==> src/rtl/cdb_arbiter_if.sv <==
// Common data bus arbitration interface: functional-unit requests,
// pipeline control (stall/flush) and the registered CDB broadcast.
interface cdb_arbiter_if #(
    parameter int WIDTH = 32,
    parameter int TAG_W = 4
);
    logic [3:0]         req_valid;
    logic [4*TAG_W-1:0] req_tag;
    logic [4*WIDTH-1:0] req_data;
    logic [3:0]         req_grant;
    logic               cdb_stall;
    logic               flush;
    logic               cdb_valid;
    logic [TAG_W-1:0]   cdb_tag;
    logic [WIDTH-1:0]   cdb_data;
    logic [1:0]         cdb_src;

    // Pipeline side: functional units and control drive requests.
    modport master (
        output req_valid, req_tag, req_data, cdb_stall, flush,
        input  req_grant, cdb_valid, cdb_tag, cdb_data, cdb_src
    );

    // Arbiter side.
    modport slave (
        input  req_valid, req_tag, req_data, cdb_stall, flush,
        output req_grant, cdb_valid, cdb_tag, cdb_data, cdb_src
    );
endinterface

==> src/rtl/cdb_arbiter.sv <==
// Round-robin CDB arbiter for four functional units (ALU, MUL/DIV, LSU,
// branch). Grants at most one requester per cycle, steers its tag/result
// through a 4-way select and registers the broadcast. The priority pointer
// moves past each winner so a continuously valid unit waits at most three
// transfers. Stall freezes the broadcast, flush cancels it.
module cdb_arbiter #(
    parameter int WIDTH = 32,
    parameter int TAG_W = 4
) (
    input  logic         clk,
    input  logic         rst,
    cdb_arbiter_if.slave bus
);

    logic [1:0]       ptr_q,   ptr_d;
    logic             valid_q, valid_d;
    logic [TAG_W-1:0] tag_q,   tag_d;
    logic [WIDTH-1:0] data_q,  data_d;
    logic [1:0]       src_q,   src_d;

    logic             found;
    logic [1:0]       win;
    logic [1:0]       idx;
    logic             take;
    logic [3:0]       grant;

    function automatic logic [TAG_W-1:0] mux4_tag(input logic [4*TAG_W-1:0] tags,
                                                   input logic [1:0] sel);
        return tags[sel*TAG_W +: TAG_W];
    endfunction

    function automatic logic [WIDTH-1:0] mux4_data(input logic [4*WIDTH-1:0] data,
                                                    input logic [1:0] sel);
        return data[sel*WIDTH +: WIDTH];
    endfunction

    // Rotating search: first valid requester starting at the priority pointer.
    always_comb begin
        found = 1'b0;
        win   = ptr_q;
        idx   = ptr_q;
        for (int k = 0; k < 4; k++) begin
            idx = ptr_q + k[1:0];
            if (!found && bus.req_valid[idx]) begin
                found = 1'b1;
                win   = idx;
            end
        end
    end

    // A transfer happens only when nothing in the pipeline blocks the bus.
    assign take = found && !rst && !bus.flush && !bus.cdb_stall;

    // One-hot grant to the winner; zero whenever no transfer takes place.
    always_comb begin
        grant = 4'b0000;
        if (take) begin
            grant[win] = 1'b1;
        end
    end

    assign bus.req_grant = grant;

    // Next broadcast: flush cancels, stall holds, otherwise load the winner
    // or drop valid when idle.
    always_comb begin
        ptr_d   = ptr_q;
        valid_d = valid_q;
        tag_d   = tag_q;
        data_d  = data_q;
        src_d   = src_q;
        if (bus.flush) begin
            valid_d = 1'b0;
        end else if (bus.cdb_stall) begin
            valid_d = valid_q;
        end else if (found) begin
            valid_d = 1'b1;
            tag_d   = mux4_tag(bus.req_tag, win);
            data_d  = mux4_data(bus.req_data, win);
            src_d   = win;
            ptr_d   = win + 2'd1;
        end else begin
            valid_d = 1'b0;
        end
    end

    // Broadcast and pointer registers with synchronous reset.
    always_ff @(posedge clk) begin
        if (rst) begin
            ptr_q   <= 2'd0;
            valid_q <= 1'b0;
            tag_q   <= '0;
            data_q  <= '0;
            src_q   <= 2'd0;
        end else begin
            ptr_q   <= ptr_d;
            valid_q <= valid_d;
            tag_q   <= tag_d;
            data_q  <= data_d;
            src_q   <= src_d;
        end
    end

    assign bus.cdb_valid = valid_q;
    assign bus.cdb_tag   = tag_q;
    assign bus.cdb_data  = data_q;
    assign bus.cdb_src   = src_q;

endmodule
==> src/flat_wrapper.sv <==
// flat-port wrapper written by rule: the top's interface ports become plain ports
module cdb_arbiter_flat 
#(
    parameter int WIDTH = 32,
    parameter int TAG_W = 4
)
  (clk, rst, bus_req_valid, bus_req_tag, bus_req_data, bus_cdb_stall, bus_flush, bus_req_grant, bus_cdb_valid, bus_cdb_tag, bus_cdb_data, bus_cdb_src);
  cdb_arbiter_if #(.WIDTH(WIDTH), .TAG_W(TAG_W)) bus_i ();
  input  logic clk;
  input  logic rst;
  input wire logic [$bits(bus_i.req_valid)-1:0] bus_req_valid;
  input wire logic [$bits(bus_i.req_tag)-1:0] bus_req_tag;
  input wire logic [$bits(bus_i.req_data)-1:0] bus_req_data;
  input wire logic [$bits(bus_i.cdb_stall)-1:0] bus_cdb_stall;
  input wire logic [$bits(bus_i.flush)-1:0] bus_flush;
  output wire logic [$bits(bus_i.req_grant)-1:0] bus_req_grant;
  output wire logic [$bits(bus_i.cdb_valid)-1:0] bus_cdb_valid;
  output wire logic [$bits(bus_i.cdb_tag)-1:0] bus_cdb_tag;
  output wire logic [$bits(bus_i.cdb_data)-1:0] bus_cdb_data;
  output wire logic [$bits(bus_i.cdb_src)-1:0] bus_cdb_src;
  assign bus_i.req_valid = bus_req_valid;
  assign bus_i.req_tag = bus_req_tag;
  assign bus_i.req_data = bus_req_data;
  assign bus_i.cdb_stall = bus_cdb_stall;
  assign bus_i.flush = bus_flush;
  assign bus_req_grant = bus_i.req_grant;
  assign bus_cdb_valid = bus_i.cdb_valid;
  assign bus_cdb_tag = bus_i.cdb_tag;
  assign bus_cdb_data = bus_i.cdb_data;
  assign bus_cdb_src = bus_i.cdb_src;
  cdb_arbiter #(.WIDTH(WIDTH), .TAG_W(TAG_W)) u_core (.clk(clk), .rst(rst), .bus(bus_i));
endmodule
==> config.mk <==
export PLATFORM = sky130hd
export DESIGN_NAME = cdb_arbiter_flat
export DESIGN_NICKNAME = d
export VERILOG_FILES = /design/src/rtl/cdb_arbiter_if.sv /design/src/rtl/cdb_arbiter.sv /design/src/flat_wrapper.sv
export SDC_FILE = /design/constraint.sdc
export NUM_CORES = 1
export LEC_CHECK = 0
export CORE_ASPECT_RATIO = 1.2
export CORE_MARGIN = 3
export CORE_UTILIZATION = 30
export CTS_CLUSTER_DIAMETER = 150
export DETAILED_ROUTE_END_ITERATION = 6
export PLACE_DENSITY = 0.77
export SLEW_MARGIN = 40
export SYNTH_ARGS = -nofsm -noshare
export SYNTH_HDL_FRONTEND = slang
export SYNTH_SLANG_ARGS = --single-unit
==> constraint.sdc <==
create_clock -name clk -period 2.38 [get_ports clk]
set_clock_uncertainty 0.05 [all_clocks]
set_input_delay 0.595 -clock clk [delete_from_list [all_inputs] [get_ports clk]]
set_output_delay 0.595 -clock clk [all_outputs]
set_load 0.05 [all_outputs]
Yosys cells after proc, flatten, opt, wreduce, memory -nomap -nowiden
Index checks and enable logic that the tools add are counted.

Add/sub/neg operators: 4. Magnitude comparators: 6. Shift operators: 2. Mux-type cells: 19. Bitwise gates (word level): 2. Reduce and logical (&&, ||, !) cells: 15.

Operators by type and width (count): 128-bit by 8-bit indexed part select with 32-bit output (1); 16-bit by 5-bit indexed part select with 4-bit output (1); 2-bit by 3-bit < comparator with 1-bit output, second input constant (5); 1-bit 2-to-1 mux (10); 1-bit binary-select mux with 2-bit select (4); 1-bit logical AND (7); 1-bit logical NOT (6); 2-bit 2-to-1 mux (3); 2-bit by 1-bit adder with 2-bit output, second input constant (2); 2-bit adder, second input constant (2); 4-bit 2-to-1 mux (1); 3-bit AND reduction (1); 1-bit demux with 2-bit select (1); 2-bit by 1-bit greater-or-equal comparator with 1-bit output, second input constant (1); 1-bit inverter (2); 2-bit OR reduction (1).

Register bits: 41. Output and inout port bits: 43. Word-level logic and storage cells: 53.

Depth between registers and ports, before layout
Gate-level depths: netlist of the first run.

Depth in word-level cells: 17. Gate-level depth with buffers: 8. Gate-level depth less buffers: 6.

Worst setup path before layout of the first run
OpenSTA, ideal clock, no wires.

Kind: in2out. From: input port bus_req_valid[0]. To: output port bus_req_grant[2]. Arrival time: 1.986 ns. Required time: 1.735 ns. Path slack: -0.251 ns. Stages: 8. Path buffers: 2. Path through: nor2b_1 a21oi_1 o221a_1 buf_6 bufbuf_8 inv_2 ha_1 and2_1.

Longest elaborated chain between the ends: 17. Elaborated cells between the ends (all ways): 30.

Ends and longest elaborated chain: start: declaration (RTL line flat_wrapper.sv:11) `input wire logic [$bits(bus_i.req_valid)-1:0] bus_req_valid;`; 1-bit binary-select mux with 2-bit select (RTL line cdb_arbiter.sv:44) `if (!found && bus.req_valid[idx]) begin`; 1-bit 2-to-1 mux (implied by the code) (RTL line cdb_arbiter.sv:44); 1-bit 2-to-1 mux (RTL line cdb_arbiter.sv:44); 1-bit logical NOT (RTL line cdb_arbiter.sv:44); 1-bit logical AND (RTL line cdb_arbiter.sv:44); 1-bit 2-to-1 mux (RTL line cdb_arbiter.sv:44); 1-bit logical NOT (RTL line cdb_arbiter.sv:44); 1-bit logical AND (RTL line cdb_arbiter.sv:44); [2 not listed]; 1-bit logical AND (RTL line cdb_arbiter.sv:44); 2-bit 2-to-1 mux (*) (RTL line cdb_arbiter.sv:44); via u_core.win[0] (RTL line cdb_arbiter.sv:22) `logic [1:0] win;`; 2-bit by 3-bit < comparator with 1-bit output (implied by the code) or 2-bit by 1-bit greater-or-equal comparator with 1-bit output (tied branches) (RTL line cdb_arbiter.sv:58) `grant[win] = 1'b1;`; 1-bit logical AND (implied by the code) (RTL line cdb_arbiter.sv:58); 1-bit 2-to-1 mux (implied by the code) (RTL line cdb_arbiter.sv:58); 1-bit demux with 2-bit select (*); 4-bit 2-to-1 mux (*) (RTL line cdb_arbiter.sv:57) `if (take) begin`; end: declaration (RTL line flat_wrapper.sv:16) `output wire logic [$bits(bus_i.req_grant)-1:0] bus_req_grant;`.

The timed path passes the listed nets; every way through them passes the cells marked *. The select of a mux whose other input is x is not followed.

Worst setup path in the final report of the first run
From: input port bus_req_valid[0]. To: output port bus_req_grant[1].

Same word-level chain as after synthesis.

==> flow_metrics.py, run 1 <==
metrics = {
    "status": {
        "status": "finished, violations left",
        "violations": "negative setup slack",
    },
    "sta": {
        "worst_slew_margin_rel_pct": 63.2,
        "worstMarginPinSlew_ns": 0.550,
        "rsz0062_at_grt": "yes",
        "period_minus_slack_ns": 2.46,
        "finalHoldViolations": 0,
        "fin_crit_sh_pct": 104,
        "maxSlewViolCount": 0,
        "setup_viol_count_final": 4,
        "max_freq_mhz": 406,
        "fin_ws_ns": -0.0845,
    },
    "die": {
        "start_util_pct": 31.7,
        "die_h_um": 106,
        "pin_count": 195,
        "die_area_um2": 9460,
        "core.rowCount": 35,
        "core_area_um2": 7880,
        "die_w_um": 89.3,
    },
    "clock_network": {
        "cts_buffers": 5,
        "clockBufferDepth": 2,
        "hold_buffers": 0,
        "cts_sinks": 41,
        "h-tree-depth": 2,
        "root_buffer": "clkbuf_8",
        "clkTransAtPathRegs_ns": 0.08,
        "cts_tree": "yes",
        "clkLatencyLatePin_ns": 0.29,
    },
    "power": {
        "leakage_nw": 1.89,
        "ir_drop_uv": 221,
        "powerDensity_nw_per_um2": 458,
    },
    "hold_path": {
        "hp-class": "reg2reg",
    },
    "placement": {
        "portBuffers": 194,
        "dpl-instance-area_um2": 4600,
        "numPlacedInstances": 533,
        "hpwlAfterDp_um": 7200,
        "gp_congestion": 0.766,
    },
    "drt": {
        "route.vias.total": 2753,
        "wl_met2_um": 4800,
        "via_per_inst": 5.06,
        "ant_nets": 0,
        "remaining_drc_errors": 0,
        "drtIter0Drc": 33,
        "wl_met1_um": 3200,
        "drt-pass1-iter-count": 4,
        "wl_per_cell_um": 16.5,
        "highest_layer": "met4",
        "route.met3.wl_um": 806,
        "drt_wl_total_um": 8990,
    },
    "critical_path": {
        "required_ns": 1.74,
        "arrival_ns": 1.82,
        "end_kind": "output port",
        "path_class": "in2out",
        "critPathMaxFanout": 4,
        "critPathLaunchType": "input pin",
    },
    "synth": {
        "synth_warnings": 0,
        "async_flop_share_pct": 0,
        "postSynthCellCount": 247,
        "ys_ff_latch": 41,
        "synthFlopType": "dfxtp_1",
        "synth_top_area_share_pct": 32.9,
        "synth.area.top_cells": "dfxtp_1, mux2i_1, o221ai_1, nand2_1, buf_12",
        "syn_nets": 403,
        "synth_area_leader_cell": "dfxtp_1",
        "synth-seq-area-share_pct": 32.9,
        "synth.most_common_cell": "mux2i_1",
        "avgSynthCellArea_um2": 10.1,
        "synth_edf_count": 0,
        "synth_cell_types": 28,
        "synth.top_cells.by_count": "mux2i_1, dfxtp_1, nand2_1, o221ai_1, nor2_1",
        "syn-cell-area_um2": 2500,
    },
    "global_routing": {
        "overflow": 0,
        "grt_max_degree": 37,
        "grt_pass1_vias": 2908,
        "track_usage_pct": 18.0,
        "antenna_found_initial": 0,
        "grt_pass1_wl_um": 13500,
    },
    "layout": {
        "register_area_um2": 826,
        "nets": 607,
        "stdcell_area_um2": 4800,
        "drive_gt1_share_pct": 13.9,
        "area_delta_synth_final_pct": 92.4,
        "diodes": 0,
        "multiInputGateArea_um2": 1560,
        "nFillCells": 689,
        "instances_no_fill": 544,
    },
    "flow_run": {
        "cap_violations": 0,
    },
}
-- per-layer routing --
| layer | GRT usage [%] | up-vias |
|---|---|---|
| li1 | - | 1334 |
| met1 | 18.2 | 1280 |
| met2 | 34.4 | 122 |
| met3 | 5.19 | 17 |
| met4 | 5.21 | 0 |
| met5 | 0 | - |
-- repair_timing --
action | in CTS | in global routing
gates resized for setup | 28 | 21
pin swaps | 5 | 7
buffers inserted | 2 | 1
gates cloned | 0 | 0
endpoints found under the setup margin | 40 | 7
-- sequential cells by signal, summed over array words and instances (netlist names) --
name / flops
u_core.bus.cdb_data: 32
u_core.bus.cdb_src: 2
u_core.bus.cdb_tag: 4
u_core.bus.cdb_valid: 1
u_core.ptr_q: 2
-- cell usage in the layout, fill, tap and decap left out, types with 4 or more instances in the layout --
cell,instances
buf_12,7
o221ai_1,36
nand2_1,37
dfxtp_1,39
nor2_1,6
clkdlybuf4s50_1,185
mux2i_1,75
buf_4,18
and2_4,4
clkbuf_8,5
-- cell type report --
cell class / instances / area share [%]
clock buffers: 6 / 1.51
clock inverters: 2 / 0.208
inverters: 3 / 0.234
multi-input cells: 183 / 32.5
flip-flops and latches: 41 / 17.2
well taps: 92 / 2.40
repair buffers: 217 / 45.9
-- cells by family after synthesis --
| group | count (synthesis) | share of synthesized area (%) |
|---|---|---|
| muxes | 75 | 30.1 |
| and+or+nand+nor | 60 | 11.2 |
| AOI/OAI and AO/OA | 44 | 15.5 |
| DFF | 41 | 32.9 |
| buffers and inverters | 23 | 8.37 |
| adders and majority gates | 4 | 2.01 |
-- report_power, final --
part	switching, mW	internal (mW)	total (mW)
sequential	0.0332	0.740	0.774
clock	0.245	0.204	0.448
combinational	0.462	0.516	0.978
-- critical path, stage by stage --
cell and delay [ns]:
buf_8 0.10, nor2b_4 0.13, o41ai_4 0.39, inv_1 0.13
ha_2 0.19, and2_4 0.14, buf_12 0.14
-- stage by stage --
step	setup TNS [ns]	setup slack (ns)	power (mW)	hold slack [ns]	utilization (%)
after detailed placement	-17.41	-0.578	1.75	0.403	58.4
after global placement	-14.34	-0.523	1.73	0.392	58.4
after CTS	-0.733	-0.193	2.22	0.418	60.2
after global routing	-0.511	-0.137	2.31	0.443	60.9
after floorplan	0	0.0326	1.34	0.454	-
final	-0.315	-0.0845	2.20	0.417	60.9
-- final timing paths --
check / from / to / slack (ns) / cells past startpoint
setup / recovery: bus_req_valid[0] / bus_req_grant[1] / -0.08 / 7
hold / removal: u_core.bus.cdb_data[30] / u_core.bus.cdb_data[30] / 0.42 / 2
setup reg to reg: u_core.ptr_q[1] / u_core.bus.cdb_data[3] / 0.30 / 7
hold reg to reg: u_core.bus.cdb_data[30] / u_core.bus.cdb_data[30] / 0.42 / 2
No activity file was read; power rests on OpenSTA's default activity.
==> inputs of run 2 (changes only) <==
--- a/config.mk
+++ b/config.mk
@@ -7,10 +7,10 @@
 export LEC_CHECK = 0
 export CORE_ASPECT_RATIO = 1.2
 export CORE_MARGIN = 3
-export CORE_UTILIZATION = 30
+export CORE_UTILIZATION = 34
 export CTS_CLUSTER_DIAMETER = 150
 export DETAILED_ROUTE_END_ITERATION = 6
-export PLACE_DENSITY = 0.77
+export PLACE_DENSITY = 0.82
 export SLEW_MARGIN = 40
 export SYNTH_ARGS = -nofsm -noshare
 export SYNTH_HDL_FRONTEND = slang
==> constraint.sdc (replaced) <==
create_clock -name clk -period 2.6 [get_ports clk]
set_clock_uncertainty 0.05 [all_clocks]
set_input_delay 0.65 -clock clk [delete_from_list [all_inputs] [get_ports clk]]
set_output_delay 0.65 -clock clk [all_outputs]
set_load 0.05 [all_outputs]
==> flow_metrics.py, run 2 (same netlist as run 1, synthesis figures left out) <==
metrics = {
    "power": {
        "power_mw": 2.01,
        "leakage_nw": 1.87,
        "ir_drop_uv": 309,
        "powerDensity_nw_per_um2": 419,
    },
    "global_routing": {
        "grt_pass1_wl_um": 14100,
        "overflow": 0,
        "grt_pass1_vias": 2896,
        "grt_max_degree": 43,
        "track_usage_pct": 20.6,
        "antenna_found_initial": 0,
    },
    "critical_path": {
        "critPathMaxFanout": 4,
        "critPathLaunchType": "input pin",
        "path_class": "in2out",
        "cpPeakStageDelay_ns": 0.37,
        "crit_chain": "buf_8 > buf_6 > nand2_4 > nor2_4 > o41ai_4 > inv_1 > ha_2 > and2_4 > buf_12",
        "end_kind": "output port",
        "cpMaxStageDelayCell": "o41ai_4",
        "arrival_ns": 1.95,
        "required_ns": 1.90,
    },
    "die": {
        "pin_count": 195,
        "die_h_um": 99.9,
        "core.rowCount": 33,
        "die_w_um": 84.2,
        "start_util_pct": 35.8,
        "die_area_um2": 8410,
        "core_area_um2": 6980,
    },
    "layout": {
        "largest_register_ffs": 32,
        "drive_gt1_share_pct": 14.5,
        "final_util_pct": 69.0,
        "instances_no_fill": 542,
        "mostFrequentLayoutCell": "clkdlybuf4s50_1",
        "nets": 610,
        "layout_common_cells": "clkdlybuf4s50_1, mux2i_1, dfxtp_1, nand2_1, o221ai_1",
        "diodes": 0,
        "area_delta_synth_final_pct": 92.8,
    },
    "sta": {
        "fin_crit_sh_pct": 102,
        "rsz0062_at_grt": "yes",
        "finalHoldViolations": 0,
        "worst_slew_margin_rel_pct": 53.7,
        "max_freq_mhz": 377,
        "worstMarginPinSlew_ns": 0.695,
        "maxSlewViolCount": 0,
        "fin_tns_setup_ns": -0.108,
        "setup_viol_count_final": 3,
        "fin_ws_ns": -0.0497,
        "period_minus_slack_ns": 2.65,
    },
    "hold_path": {
        "hp-class": "reg2reg",
    },
    "drt": {
        "wl_per_cell_um": 16.8,
        "remaining_drc_errors": 0,
        "drt-pass1-iter-count": 4,
        "route.vias.total": 2737,
        "drtIter0Drc": 54,
        "ant_nets": 0,
        "drt_wl_total_um": 9100,
        "via_per_inst": 5.05,
    },
    "clock_network": {
        "cts_sinks": 41,
        "h-tree-depth": 2,
        "clkTransAtPathRegs_ns": 0.08,
        "root_buffer": "clkbuf_8",
        "cts_tree": "yes",
        "cts_buffers": 5,
        "clockBufferDepth": 2,
        "clkLatencyLatePin_ns": 0.28,
    },
    "placement": {
        "portBuffers": 194,
        "place_ws_ns": -0.479,
        "hpwlAfterDp_um": 7180,
        "numPlacedInstances": 529,
        "gp_congestion": 0.770,
    },
    "status": {
        "status": "finished, violations left",
        "violations": "negative setup slack",
    },
    "flow_run": {
        "cap_violations": 0,
    },
}
## run 2: cell types whose count changed in the layout (fill, tap and decap cells not counted), moves of 2 or more
cell / change
buf_4: +2
clkbuf_2: -2
a21oi_2: +2
nor2b_4: -2
buf_2: +2
ha_1: -2
## run 2: power breakdown
part           leakage, nW  total, mW  switching [mW]  internal, mW
Clock               0.0439      0.410           0.225         0.186
Combinational         1.50      0.896           0.425         0.471
Sequential           0.336      0.708          0.0297         0.678
Total                 1.87       2.01           0.680          1.33
## run 2: cell type report
cell class,count,area [um2]
Timing Repair Buffer,220,2230
Fill cell,600,2170
Multi-Input combinational cell,183,1550
Sequential cell,41,822
Tap cell,87,109
Clock buffer,5,68.8
Clock inverter,3,17.5
Inverter,3,11.3
## run 2: worst paths after layout
check / slack (ns) / depth (start not counted) / endpoint / from
worst max-delay path: -0.05 / 9 / bus_req_grant[1] / bus_req_valid[0]
worst max register to register: 0.46 / 6 / u_core.bus.cdb_data[21] / u_core.ptr_q[1]
worst min-delay path: 0.42 / 2 / u_core.bus.cdb_data[14] / u_core.bus.cdb_data[14]
worst min register to register: 0.42 / 2 / u_core.bus.cdb_data[14] / u_core.bus.cdb_data[14]
## run 2: repair_timing
item	in CTS	in global routing
pin swaps	5	2
buffers inserted	4	1
endpoints found under the setup margin	25	4
gates cloned	0	0
gates resized for setup	36	7
hold buffers	0	0
## run 2: metal layers
layer / vias to the layer above / track usage, % / routed length (um)
met1: 1290 / 20.2 / 3200
met4: 0 / 3.96 / 62
met2: 100 / 42.0 / 5200
li1: 1339 / - / -
met3: 8 / 6.32 / 643
met5: - / 0 / 0
## run 2: through the flow
step / hold slack (ns) / cell area (um2)
after global routing: 0.447 / 4810
after CTS: 0.421 / 4790
final: 0.418 / 4810
after floorplan: 0.454 / 2500
after global placement: 0.394 / 4600
after detailed placement: 0.397 / 4600
## run 2: critical path, delay by kind of cell
kind,cells,cell delay [ns]
adder cells (fa/ha/maj),1,0.21
AND/OR/NAND/NOR,3,0.24
buffers and inverters,4,0.48
AO/OA/AOI/OAI,1,0.37
